**src/rtl/oped_debug_pkg.sv**
```systemverilog
// oped_debug_pkg
// Shared definitions for the debug hub: default channel and counter widths
// and the trigger state machine encoding.
package oped_debug_pkg;

  localparam int DEF_DW = 32;  // default width of one debug channel
  localparam int DEF_CW = 16;  // default width of the event counter

  // Trigger state machine. IDLE: tracking. ARMED: waiting for a trigger edge.
  // FROZEN: debug_out holds the snapshot taken in the edge cycle.
  typedef enum logic [1:0] {
    IDLE   = 2'd0,
    ARMED  = 2'd1,
    FROZEN = 2'd2
  } oped_state_e;

endpackage

```
**src/rtl/oped_edge_counter.sv**
```systemverilog
// oped_edge_counter
// Rising-edge detector on the trigger term plus a saturating event counter.
//
// Ports:
//   CLK        in   clock, rising edge
//   RST_N      in   asynchronous active-low reset
//   trig       in   current trigger term
//   reload     in   selected channel changed this cycle: trig_q is refreshed
//                   and no edge is reported
//   clr        in   zero the counter next cycle (wins over an edge)
//   count      out  saturating count of trigger rising edges
//   trig_edge  out  combinational edge strobe for the current cycle
module oped_edge_counter
  import oped_debug_pkg::*;
#(
  parameter int CW = DEF_CW
) (
  input  logic          CLK,
  input  logic          RST_N,
  input  logic          trig,
  input  logic          reload,
  input  logic          clr,
  output logic [CW-1:0] count,
  output logic          trig_edge
);

  logic          trig_q;
  logic [CW-1:0] count_q;
  logic [CW-1:0] count_d;

  // trig_q always follows trig; a reload only suppresses the edge, so the
  // history after a channel switch belongs to the new channel.
  assign trig_edge = trig & ~trig_q & ~reload;

  always_comb begin
    count_d = count_q;
    if (clr) begin
      count_d = '0;
    end else if (trig_edge && (count_q != {CW{1'b1}})) begin
      count_d = count_q + 1'b1;
    end
  end

  always_ff @(posedge CLK or negedge RST_N) begin
    if (!RST_N) begin
      trig_q  <= 1'b0;
      count_q <= '0;
    end else begin
      trig_q  <= trig;
      count_q <= count_d;
    end
  end

  assign count = count_q;

endmodule

```
**src/rtl/oped_debug_hub.sv**
```systemverilog
// oped_debug_hub
// Aggregates NCHAN debug channels: registers the selected channel, keeps an
// OR-sticky view of it, counts trigger rising edges, and can freeze a snapshot
// on a masked trigger edge after being armed.
//
// Optional feature: define OPED_DEBUG_TIMESTAMP_EN to build a free-running
// 32b cycle counter whose value is captured into trig_time on freeze. Without
// it trig_time is constant 0.
//
// Ports:
//   CLK, RST_N   clock (rising edge) and asynchronous active-low reset
//   debug_in     NCHAN*DW concatenated channels, channel 0 in the LSBs
//   sel          channel select; values >= NCHAN select all-zero
//   trig_mask    bits of the selected channel forming the trigger
//   arm, clr     single-cycle request pulses (no handshake: sampled each
//                cycle, clr has priority over arm and over a trigger edge)
//   debug_out    registered selected channel, or frozen snapshot
//   sticky_out   OR-accumulation of the selected channel since last clr
//   evt_count    saturating count of trigger rising edges
//   frozen       high while in FROZEN
//   trig_time    cycle stamp of the freeze (0 without the timestamp feature)
//   state_o      current trigger state, for observation
module oped_debug_hub
  import oped_debug_pkg::*;
#(
  parameter int NCHAN = 4,
  parameter int DW    = DEF_DW,
  parameter int CW    = DEF_CW,
  localparam int SW   = (NCHAN > 1) ? $clog2(NCHAN) : 1
) (
  input  logic              CLK,
  input  logic              RST_N,
  input  logic [NCHAN*DW-1:0] debug_in,
  input  logic [SW-1:0]     sel,
  input  logic [DW-1:0]     trig_mask,
  input  logic              arm,
  input  logic              clr,
  output logic [DW-1:0]     debug_out,
  output logic [DW-1:0]     sticky_out,
  output logic [CW-1:0]     evt_count,
  output logic              frozen,
  output logic [31:0]       trig_time,
  output logic [1:0]        state_o
);

  oped_state_e   state_q, state_d;
  logic [DW-1:0] debug_out_q, debug_out_d;
  logic [DW-1:0] sticky_q, sticky_d;
  logic [SW-1:0] sel_q;
  logic [DW-1:0] selected;
  logic          trig;
  logic          sel_changed;
  logic          trig_edge;

  // Explicit compare per channel so an out-of-range select yields zero
  // instead of an out-of-bounds part-select.
  always_comb begin
    selected = '0;
    for (int i = 0; i < NCHAN; i++) begin
      if (sel == SW'(i)) begin
        selected = debug_in[i*DW +: DW];
      end
    end
  end

  assign trig        = |(selected & trig_mask);
  assign sel_changed = (sel != sel_q);

  oped_edge_counter #(
    .CW(CW)
  ) u_edge_counter (
    .CLK      (CLK),
    .RST_N    (RST_N),
    .trig     (trig),
    .reload   (sel_changed),
    .clr      (clr),
    .count    (evt_count),
    .trig_edge(trig_edge)
  );

  // An edge seen in IDLE together with arm only arms; it does not freeze.
  always_comb begin
    state_d = state_q;
    if (clr) begin
      state_d = IDLE;
    end else begin
      case (state_q)
        IDLE:    if (arm)       state_d = ARMED;
        ARMED:   if (trig_edge) state_d = FROZEN;
        FROZEN:  state_d = FROZEN;
        default: state_d = IDLE;
      endcase
    end
  end

  // In the edge cycle the state is still ARMED, so the snapshot held while
  // FROZEN is the sample of the edge cycle itself.
  always_comb begin
    debug_out_d = (state_q == FROZEN) ? debug_out_q : selected;
    sticky_d    = clr ? '0 : (sticky_q | selected);
  end

  always_ff @(posedge CLK or negedge RST_N) begin
    if (!RST_N) begin
      state_q     <= IDLE;
      debug_out_q <= '0;
      sticky_q    <= '0;
      sel_q       <= '0;
    end else begin
      state_q     <= state_d;
      debug_out_q <= debug_out_d;
      sticky_q    <= sticky_d;
      sel_q       <= sel;
    end
  end

`ifdef OPED_DEBUG_TIMESTAMP_EN
  logic [31:0] cyc_q;
  logic [31:0] trig_time_q, trig_time_d;

  always_comb begin
    trig_time_d = trig_time_q;
    if (clr) begin
      trig_time_d = '0;
    end else if ((state_q == ARMED) && (state_d == FROZEN)) begin
      trig_time_d = cyc_q;
    end
  end

  always_ff @(posedge CLK or negedge RST_N) begin
    if (!RST_N) begin
      cyc_q       <= '0;
      trig_time_q <= '0;
    end else begin
      cyc_q       <= cyc_q + 32'd1;
      trig_time_q <= trig_time_d;
    end
  end

  assign trig_time = trig_time_q;
`else
  assign trig_time = '0;
`endif

  assign debug_out  = debug_out_q;
  assign sticky_out = sticky_q;
  assign frozen     = (state_q == FROZEN);
  assign state_o    = state_q;

endmodule

```
**config.mk**
```make
export PLATFORM = sky130hd
export DESIGN_NAME = oped_debug_hub
export DESIGN_NICKNAME = d
export VERILOG_FILES = /design/src/rtl/oped_debug_pkg.sv /design/src/rtl/oped_edge_counter.sv /design/src/rtl/oped_debug_hub.sv
export SDC_FILE = /design/constraint.sdc
export NUM_CORES = 1
export LEC_CHECK = 0
export CAP_MARGIN = 30
export CORE_MARGIN = 1.5
export CORE_UTILIZATION = 30
export DETAILED_ROUTE_END_ITERATION = 6
export DONT_BUFFER_PORTS = 1
export HOLD_SLACK_MARGIN = 0.03
export PLACE_DENSITY = 0.41
export SKIP_CTS_REPAIR_TIMING = 1
export SLEW_MARGIN = 15
export SYNTH_ARGS = -nofsm -noshare
export SYNTH_HDL_FRONTEND = slang
export SYNTH_HIERARCHICAL = 1
export SYNTH_SLANG_ARGS = --single-unit
```
**constraint.sdc**
```tcl
create_clock -name CLK -period 5.3 [get_ports CLK]
set_input_delay 0.265 -clock CLK [delete_from_list [all_inputs] [get_ports CLK]]
set_output_delay 0.265 -clock CLK [all_outputs]
set_load 0.03 [all_outputs]
```
Yosys cells after proc, flatten, opt, wreduce, memory -nomap -nowiden
Index checks and enable logic that the tools add are counted.

storage, ports and cells
  logic and storage cells = 39
  output and inout bits = 115
  bits in registers = 85
  input bits = 166

operators by class
  reduce and logical (&&, ||, !) cells = 6
  $add $sub $neg = 1
  equal/unequal tests = 9
  muxes and demuxes = 11
  bitwise logic cells = 6

operators with widths
  cell                   number
  $mux 32                5
  $and 32x32->32         1
  $mux 16                2
  $or 32x32->32          1
  $reduce_or 32->1       1
  $add 16x1->16 const B  1
  $ne 16x16->1 const B   1
  $eq 2x2->1 const B     3
  $mux 2                 3
  $pmux 2 s3             1
  $eq 2x1->1 const B     2
  $logic_not 2->1        2
  $ne 3x2->1 const B     1
  $ne 3x3->1 const B     1
  $and 1x1->1            2
  $ne 2x2->1             1
  $not 1->1              2
  $reduce_and 2->1       1
  $reduce_bool 2->1      1
  $logic_and 1x1->1      1

Logic depth before layout (Yosys ltp)
Gate-level depths: netlist of run 1.

  depth in word-level cells = 12
  gate-level depth with buffers = 13

Cells and area by module
Netlist of run 1, hierarchy kept.

by module, submodules not included
  module             cells each  instances  area each (um2)  sequential area each (um2)
  oped_debug_hub     356         1          3,883.7          1,701.6
  oped_edge_counter  97          1          938.4            425.4

Worst setup path before layout of run 1
OpenSTA, ideal clock, no wires.

  path kind = input port to flip-flop
  from = in sel[0]
  to = reg u_edge_counter.count_q[1], in the netlist u_edge_counter/count[1]
  required time = 5.168 ns
  library setup time = 0.132 ns
  slack = 2.789 ns
  data arrival time = 2.379 ns
  cell stages on the path = 13
  cell sequence = buf_4 -> buf_2 -> mux2_2 -> a222oi_1 -> nand2_1 -> a22oi_1 -> nand4_1 -> nor3b_4 -> o41ai_2 -> buf_6 -> buf_6 -> mux2i_1 -> nor2_1

between the ends
  cells in the longest elaborated chain, start to end = 11

RTL lines
  item                           RTL line                 source
  start, declared                oped_debug_hub.sv:34     input logic [SW-1:0] sel,
  $logic_not 2->1                oped_debug_hub.sv:60     if (sel == SW'(i)) begin
  $mux 32 (3 in series)          oped_debug_hub.sv:60
  $mux 32 *                      oped_debug_hub.sv:60
  $and 32x32->32 *               oped_debug_hub.sv:66     assign trig = |(selected & trig_mask);
  $reduce_or 32->1 *             oped_debug_hub.sv:66
  via trig                       oped_debug_hub.sv:51     logic trig;
  $and 1x1->1 * (2 in series)    oped_edge_counter.sv:33  assign trig_edge = trig & ~trig_q & ~reload;
  via trig_edge                  oped_debug_hub.sv:53     logic trig_edge;
  $logic_and 1x1->1 *            oped_edge_counter.sv:39  end else if (trig_edge && (count_q != {CW{1'b1}})) begin
  $reduce_bool 2->1 (no line) *  n/a
  end signal, assigned           oped_edge_counter.sv:50  count_q <= count_d;
  end, declared                  oped_edge_counter.sv:28  logic [CW-1:0] count_q;

The timed path passes the listed nets; every way through them passes the cells marked *.
A chain may end at the register's enable or synchronous reset.

Worst setup path after layout of run 1
Ends and elaborated chain as after synthesis.

==> results.py, run 1 <==
metrics = {
    "outcome": {
        "status": "completed",
    },
    "synth": {
        "synth_cells": 453,
        "yosysTopAreaCell": "dfrtp_1",
        "synth_edf_count": 0,
        "netlist.area_leader.share_pct": 44.1,
        "synth-simple-area-share_pct": 13.7,
        "synth_mux_area_share_pct": 23.1,
        "synthFlopType": "dfrtp_1",
        "synth-xor-area-share_pct": 0.545,
        "synth_top_family_by_area": "multiplexers",
        "synth.area.top_cells": "dfrtp_1 (44%), mux4_2 (8.4%), mux2_2 (8.2%)",
        "ys_seq_area_share_pct": 44.1,
        "syn_area_per_cell_um2": 10.6,
        "synth_fa_ha_area_share_pct": 1.30,
        "synth-compound-area-share_pct": 8.43,
        "ys_seq_elements": 85,
        "synth.cell_area_um2": 4820,
        "synthDistinctLibCells": 45,
        "ys_async_sr_fraction_pct": 100,
        "yosysWarnings": 6,
    },
    "clock_tree": {
        "htree_levels": 3,
        "numCtsBuffers": 9,
        "cts_tree": "yes",
        "clockBufferDepth": 2,
        "cts_sinks": 85,
        "clk-insertion-delay-late_ps": 350,
        "clk_pin_slew_ps": 70,
        "cts-root-buf": "clkbuf_16",
    },
    "power_and_ir_drop": {
        "swShare_pct": 36.3,
        "leakage_nw": 2.20,
        "comb_power_share_pct": 17.7,
        "power.density_nw_per_um2": 402,
        "p_seq_share_pct": 49.4,
        "vdd_ir_drop_max_mv": 0.160,
        "power_frac_clock_pct": 32.9,
        "switchingPower_mw": 0.773,
        "intPower_mw": 1.36,
        "power.total_mw": 2.13,
    },
    "detailed_routing": {
        "avgViaCountPerCell": 5.09,
        "vias": 3412,
        "first_pass_iters": 4,
        "drc": 0,
        "ant_nets": 0,
        "avgRoutedWirePerCell_um": 21.0,
        "wl_mm": 14.1,
        "first_iter_violations": 99,
    },
    "die": {
        "num_rows": 46,
        "die_w_um": 130,
        "initial_utilization_pct": 30.6,
        "die_h_um": 130,
        "core_um2": 15800,
        "ios": 281,
        "die_area_um2": 16800,
    },
    "placement": {
        "port_buffers": 0,
        "hpwlAfterDp_mm": 10.5,
        "place_inst": 647,
        "place_congestion": 0.756,
    },
    "flow_run": {
        "maxCapViolCount": 0,
    },
    "critical_path": {
        "required_ps": 5530,
        "endpoint_kind": "flip-flop",
        "path_class": "input port to flip-flop",
        "cp_max_fo": 48,
        "critPathArrivalTime_ps": 2570,
        "crit_path_start_kind": "input port",
    },
    "grt": {
        "grt_pass1_vias": 3330,
        "antenna_found_initial": 1,
        "overflow": 0,
        "grtUsageTotal_pct": 16.4,
        "grt_pass1_wl_mm": 20.1,
        "grt_max_degree": 86,
    },
    "timing": {
        "finalHoldViolations": 0,
        "drv_slew": 0,
        "setup_viol": 0,
        "relSlewSlack_pct": 65.9,
        "grt_setup_unrepaired": "no",
        "tightest_slew_ps": 511,
        "tns_ps": 0,
        "period_needed_ps": 2350,
        "fin_crit_sh_pct": 44.3,
        "fin_skew_ps": 7.67,
        "timing.fmax_mhz": 426,
    },
    "layout": {
        "final_common_cell": "nor2_1",
        "instances_no_fill": 670,
        "drive_gt1_share_pct": 17.0,
        "syn_to_final_growth_pct": 9.86,
        "postLayoutCoreUtil_pct": 33.6,
        "finalNetCount": 619,
        "mostFrequentLayoutCells": "nor2_1 (86), dfrtp_1 (85), mux2_2 (35), conb_1 (32), a21oi_1 (27)",
    },
    "hold_path": {
        "min_path_type": "input port to flip-flop",
    },
}
-- state kept, by name, summed over array words and instances, names as in the netlist --
| register | count |
|---|---|
| state_o | 2 |
| debug_out | 32 |
| u_edge_counter/trig_q | 1 |
| sticky_out | 32 |
| u_edge_counter/count | 16 |
| sel_q | 2 |
-- synth_stat cells (5+ instances only) --
cell type   n
a21oi_1    27
a22oi_1     7
buf_1       9
buf_4      33
clkbuf_1    6
dfrtp_1    85
ha_1        5
inv_1      15
mux2_1     13
mux2_2     35
mux2i_1    17
mux4_2     18
nand2_1    14
nand3_1     5
nand4_1     8
nor2_1     86
o21ai_0    10
or3_1       8
-- path summary, 6_finish.rpt --
kind | start | end | slack, ps | cells past startpoint
setup / recovery | sel[0] | u_edge_counter/count[1] | 2950 | 10
hold / removal | clr | u_edge_counter/count[14] | 80 | 1
setup reg to reg | u_edge_counter/count[0] | u_edge_counter/count[1] | 3050 | 6
hold reg to reg | u_edge_counter/trig_q | u_edge_counter/count[8] | 710 | 4
max in group asynchronous | RST_N | debug_out[3] | 4450 | 2
min in group asynchronous | RST_N | u_edge_counter/count[3] | 480 | 2
-- cell families after synthesis --
group	after synthesis
buffers and inverters	70
muxes	83
AOI/OAI and AO/OA	64
xor gates and xnor gates	3
and+or+nand+nor	142
DFF	85
adders and majority gates	5
other	1
-- metal layers --
metal / track usage [%] / share of wire, %
met2: 26.4 / 49
met1: 19.8 / 39
met4: 6.54 / 1.6
met5: 0 / 0
met3: 6.44 / 10
-- power groups by stage --
stage	Combinational, mW	Sequential (mW)	Clock [mW]
3_5_place_dp	0.356	1.07	0
6_report	0.377	1.05	0.701
3_3_place_gp	0.337	1.07	0
5_1_grt	0.418	1.07	0.753
2_1_floorplan	0.327	1.02	0
4_1_cts	0.356	1.06	0.719
-- metrics by stage --
step / area [µm²] / worst slack (ps) / hold WS, ps
after global placement: 4850 / 2620 / -27.4
after detailed placement: 4870 / 2540 / -27.3
final: 5300 / 2950 / 81.5
after CTS: 5200 / 2910 / -410
after global routing: 5300 / 2720 / 60.9
after floorplan: 4940 / 2790 / -30.6
-- critical path, cell delays in order --
cell and delay (ps):
mux4_2 530, a22oi_1 230, nand4_1 150, nor4_1 390, nand4_1 160, nor3b_4 220
o41ai_2 70, buf_4 280, mux2i_1 210, nor2_1 60
-- final cells by class --
cell class | count | area, µm²
well taps | 216 | 270
inverters | 15 | 56.3
fillers | 1641 | 10500
flip-flops and latches | 85 | 2130
repair buffers | 8 | 123
clock buffers | 11 | 243
diodes | 1 | 2.50
clock inverters | 5 | 82.6
multi-input cells | 329 | 2390
(Power assumes the default switching activity.)
==> run 2, diff against run 1 <==
clock period = 2.2 ns   (was 5.3 ns; I/O delays follow)
==> results.py, run 2 (synthesis results as in run 1) <==
metrics = {
    "placement": {
        "port_buffers": 0,
        "pre_cts_ws_ps": -256,
        "place_congestion": 0.772,
        "hpwlAfterDp_mm": 10.2,
    },
    "detailed_routing": {
        "avgViaCountPerCell": 4.93,
        "first_pass_iters": 5,
        "avgRoutedWirePerCell_um": 19.6,
        "ant_nets": 0,
        "first_iter_violations": 135,
        "drc": 0,
        "vias": 3526,
        "wl_mm": 14.0,
    },
    "layout": {
        "syn_to_final_growth_pct": 16.8,
        "drive_gt1_share_pct": 24.4,
        "diodes": 0,
        "mostFrequentLayoutCells": "nor2_1 (86), dfrtp_1 (85), buf_4 (45), mux2_2 (35), conb_1 (32)",
        "final_common_cell": "nor2_1",
        "finalNetCount": 665,
    },
    "grt": {
        "antenna_found_initial": 0,
        "grt.busiest_layer": "met2",
        "grt_pass1_wl_mm": 19.6,
        "overflow": 0,
        "grtUsageTotal_pct": 15.8,
        "grt_use_met1_pct": 20.5,
        "grt_max_degree": 86,
        "grt_util_met2_pct": 24.3,
        "grt_pass1_vias": 3356,
        "grt_use_met3_pct": 5.41,
    },
    "hold_path": {
        "min_path_type": "input port to flip-flop",
    },
    "timing": {
        "fin_skew_ps": 5.88,
        "tns_ps": 0,
        "drv_slew": 0,
        "setup_viol": 0,
        "relSlewSlack_pct": 65.1,
        "timing.fmax_mhz": 476,
        "finalHoldViolations": 0,
        "tightest_slew_ps": 524,
        "fin_ws_ps": 100,
        "period_needed_ps": 2100,
        "fin_crit_sh_pct": 95.4,
        "grt_setup_unrepaired": "no",
    },
    "die": {
        "core_um2": 15800,
        "num_rows": 46,
        "ios": 281,
        "initial_utilization_pct": 30.6,
        "die_area_um2": 16800,
        "die_h_um": 130,
        "die_w_um": 130,
    },
    "clock_tree": {
        "cts_tree": "yes",
        "htree_levels": 3,
        "cts_sinks": 85,
        "clk-insertion-delay-late_ps": 340,
        "clk_pin_slew_ps": 60,
        "cts-root-buf": "clkbuf_16",
        "clockBufferDepth": 2,
        "numCtsBuffers": 9,
    },
    "power_and_ir_drop": {
        "vdd_ir_drop_max_mv": 0.498,
        "power.density_nw_per_um2": 895,
        "leakage_nw": 2.42,
    },
    "critical_path": {
        "path_class": "input port to flip-flop",
        "cp_max_fo": 48,
        "endpoint_kind": "flip-flop",
        "crit_path_start_kind": "input port",
        "critPathArrivalTime_ps": 2340,
        "required_ps": 2440,
    },
    "outcome": {
        "status": "completed",
    },
    "flow_run": {
        "maxCapViolCount": 0,
    },
}
==> run 2: where the power goes <==
part | switching [mW] | total [mW] | leakage (nW) | internal (mW)
Combinational | 0.501 | 0.991 | 1.23 | 0.490
Clock | 0.611 | 1.52 | 0.143 | 0.908
Sequential | 0.724 | 2.53 | 1.05 | 1.80
Total | 1.84 | 5.04 | 2.42 | 3.20
==> run 2: area by class of cell <==
cell class	count	area, µm²
multi-input cells	329	2400
clock inverters	4	47.5
inverters	15	56.3
well taps	216	270
fillers	1621	10100
repair buffers	54	483
clock buffers	12	246
flip-flops and latches	85	2130
==> run 2: path summary, 6_finish.rpt <==
| path | to | slack (ps) | cells past startpoint | from |
|---|---|---|---|---|
| worst max-delay path | u_edge_counter/count[12] | 100 | 9 | sel[0] |
| worst min-delay path | sticky_out[18] | 10 | 3 | sel[1] |
| worst max register to register | u_edge_counter/count[15] | 270 | 6 | sel_q[0] |
| worst min register to register | u_edge_counter/count[10] | 590 | 2 | u_edge_counter/count[10] |
| max in group asynchronous | sticky_out[19] | 1480 | 2 | RST_N |
| min in group asynchronous | u_edge_counter/count[2] | 340 | 2 | RST_N |
==> run 2: layer usage <==
| layer | wire (µm) | share of wire [%] |
|---|---|---|
| met1 | 5760 | 41 |
| met2 | 6860 | 49 |
| met3 | 1220 | 8.7 |
| met4 | 204 | 1.5 |
| met5 | 0 | 0 |
==> run 2: critical path, cell delays in order <==
cell and delay [ps]:
mux4_2 550, a222oi_1 560, buf_4 200, nand4_1 120, nor3b_4 200, buf_4 140, nand4_1 130, nor2_1 80
a211oi_1 250
==> run 2: metrics by stage <==
step	instance area (µm²)	hold WS (ps)	power (mW)	cells	utilization, %
floorplan	4970	-186	3.26	484	-
global placement	5230	-183	3.47	692	33.1
detailed placement	5230	-183	3.49	692	33.1
CTS	5520	-557	5.04	708	35.0
global route	5630	34.5	5.30	715	35.7
finish	5630	12.1	5.04	715	35.7
==> run 3, diff against run 2 <==
CELL_PAD_IN_SITES_DETAIL_PLACEMENT = 1   (was not set)
CELL_PAD_IN_SITES_GLOBAL_PLACEMENT = 1   (was not set)
PLACE_DENSITY = 0.53   (was 0.41)
==> results.py, run 3 (synthesis results as in run 1) <==
metrics = {
    "outcome": {
        "status": "completed",
    },
    "power_and_ir_drop": {
        "switchingPower_mw": 1.90,
        "vdd_ir_drop_max_mv": 0.346,
        "p_seq_share_pct": 48.3,
        "leakage_nw": 2.44,
        "intPower_mw": 3.23,
        "swShare_pct": 37.0,
        "power_frac_clock_pct": 29.8,
        "power.total_mw": 5.13,
        "power.density_nw_per_um2": 899,
        "comb_power_share_pct": 21.8,
    },
    "clock_tree": {
        "clk_pin_slew_ps": 70,
        "cts_sinks": 85,
        "cts-root-buf": "clkbuf_16",
        "clockBufferDepth": 2,
        "numCtsBuffers": 9,
        "cts_tree": "yes",
        "htree_levels": 3,
        "clk-insertion-delay-late_ps": 350,
    },
    "critical_path": {
        "regToRegSetupSlack_ps": 250,
        "path_class": "input port to flip-flop",
        "required_ps": 2440,
        "critPathArrivalTime_ps": 2290,
        "endpoint_kind": "flip-flop",
        "crit_path_start_kind": "input port",
        "cp_max_fo": 48,
    },
    "die": {
        "initial_utilization_pct": 30.6,
        "num_rows": 46,
        "ios": 281,
        "core_um2": 15800,
        "die_w_um": 130,
        "die_area_um2": 16800,
        "die_h_um": 130,
    },
    "detailed_routing": {
        "avgRoutedWirePerCell_um": 20.6,
        "ant_nets": 0,
        "first_iter_violations": 114,
        "vias": 3606,
        "avgViaCountPerCell": 5.02,
        "first_pass_iters": 4,
        "drc": 0,
        "wl_mm": 14.8,
    },
    "timing": {
        "timing.fmax_mhz": 487,
        "fin_skew_ps": 14.6,
        "finalHoldViolations": 0,
        "setup_viol": 0,
        "drv_slew": 0,
        "grt_setup_unrepaired": "no",
        "fin_crit_sh_pct": 93.2,
        "period_needed_ps": 2050,
        "tns_ps": 0,
    },
    "grt": {
        "grt_pass1_wl_mm": 22.3,
        "overflow": 0,
        "grtUsageTotal_pct": 17.7,
        "grt_max_degree": 86,
        "grt_pass1_vias": 3937,
        "antenna_found_initial": 0,
    },
    "layout": {
        "fillers": 1826,
        "drive_gt1_share_pct": 27.4,
        "finalNetCount": 669,
        "mostFrequentLayoutCells": "nor2_1 (86), dfrtp_1 (85), buf_4 (50), mux2_2 (36), conb_1 (32)",
        "final_common_cell": "nor2_1",
        "diodes": 0,
        "syn_to_final_growth_pct": 18.4,
        "postLayoutCoreUtil_pct": 36.2,
        "regArea_um2": 2130,
        "multi_input_area_um2": 2440,
    },
    "placement": {
        "place_congestion": 0.768,
        "port_buffers": 0,
        "hpwlAfterDp_mm": 11.5,
    },
    "flow_run": {
        "maxCapViolCount": 0,
    },
    "hold_path": {
        "min_path_type": "input port to flip-flop",
    },
}
## run 3: changes by cell type in the layout (fill, tap and decap cells not counted), sizes merged
cell	delta
dlygate4sd3	-2
clkinv	+1
buf	+6
clkbuf	-2
clkinvlp	+1
## run 3: critical path, cell delays in order
cell and delay (ps):
mux2_2 350, a222oi_1 440, buf_4 180, nand2_1 50, a22oi_2 220, nand4_1 150
nor3b_4 200, buf_4 140, nand2_1 70, nor4_1 60, mux2_2 270
## run 3: per-stage QoR
| stage | setup slack, ps | std cells | instance area, µm² | hold slack [ps] |
|---|---|---|---|---|
| final | 149 | 719 | 5710 | 13.0 |
| after global routing | 11.1 | 719 | 5710 | 36.1 |
| after CTS | -44.8 | 714 | 5580 | -570 |
| after detailed placement | -427 | 698 | 5280 | -183 |
| after global placement | -343 | 698 | 5280 | -182 |
| after floorplan | -61.4 | 484 | 4970 | -186 |
## run 3: per-layer routing
layer	routed length (µm)	track usage, %	up-vias
li1	-	-	1638
met1	5580	20.4	1793
met2	7600	29.9	158
met3	1390	6.44	17
met4	270	6.99	0
met5	0	0	-
## run 3: worst paths after layout
kind | from | cells past startpoint | endpoint
setup / recovery | sel[0] | 11 | u_edge_counter/count[15]
hold / removal | clr | 2 | u_edge_counter/count[13]
setup reg to reg | sel_q[0] | 7 | u_edge_counter/count[9]
hold reg to reg | u_edge_counter/count[2] | 2 | u_edge_counter/count[2]
max in group asynchronous | RST_N | 2 | debug_out[3]
min in group asynchronous | RST_N | 2 | u_edge_counter/count[5]
## run 3: cell type report
type / instances / share of cell area (%)
repair buffers: 58 / 9.12
inverters: 15 / 0.986
well taps: 216 / 4.73
flip-flops and latches: 85 / 37.3
multi-input cells: 329 / 42.8
clock buffers: 10 / 4.01
clock inverters: 6 / 1.12
## run 3: power groups by stage
stage	logic, mW	registers (mW)	clock network [mW]
3_5_place_dp	1.05	2.52	0
4_1_cts	1.05	2.49	1.58
5_1_grt	1.23	2.52	1.64
6_report	1.12	2.48	1.53
2_1_floorplan	0.795	2.46	0
3_3_place_gp	1.01	2.51	0
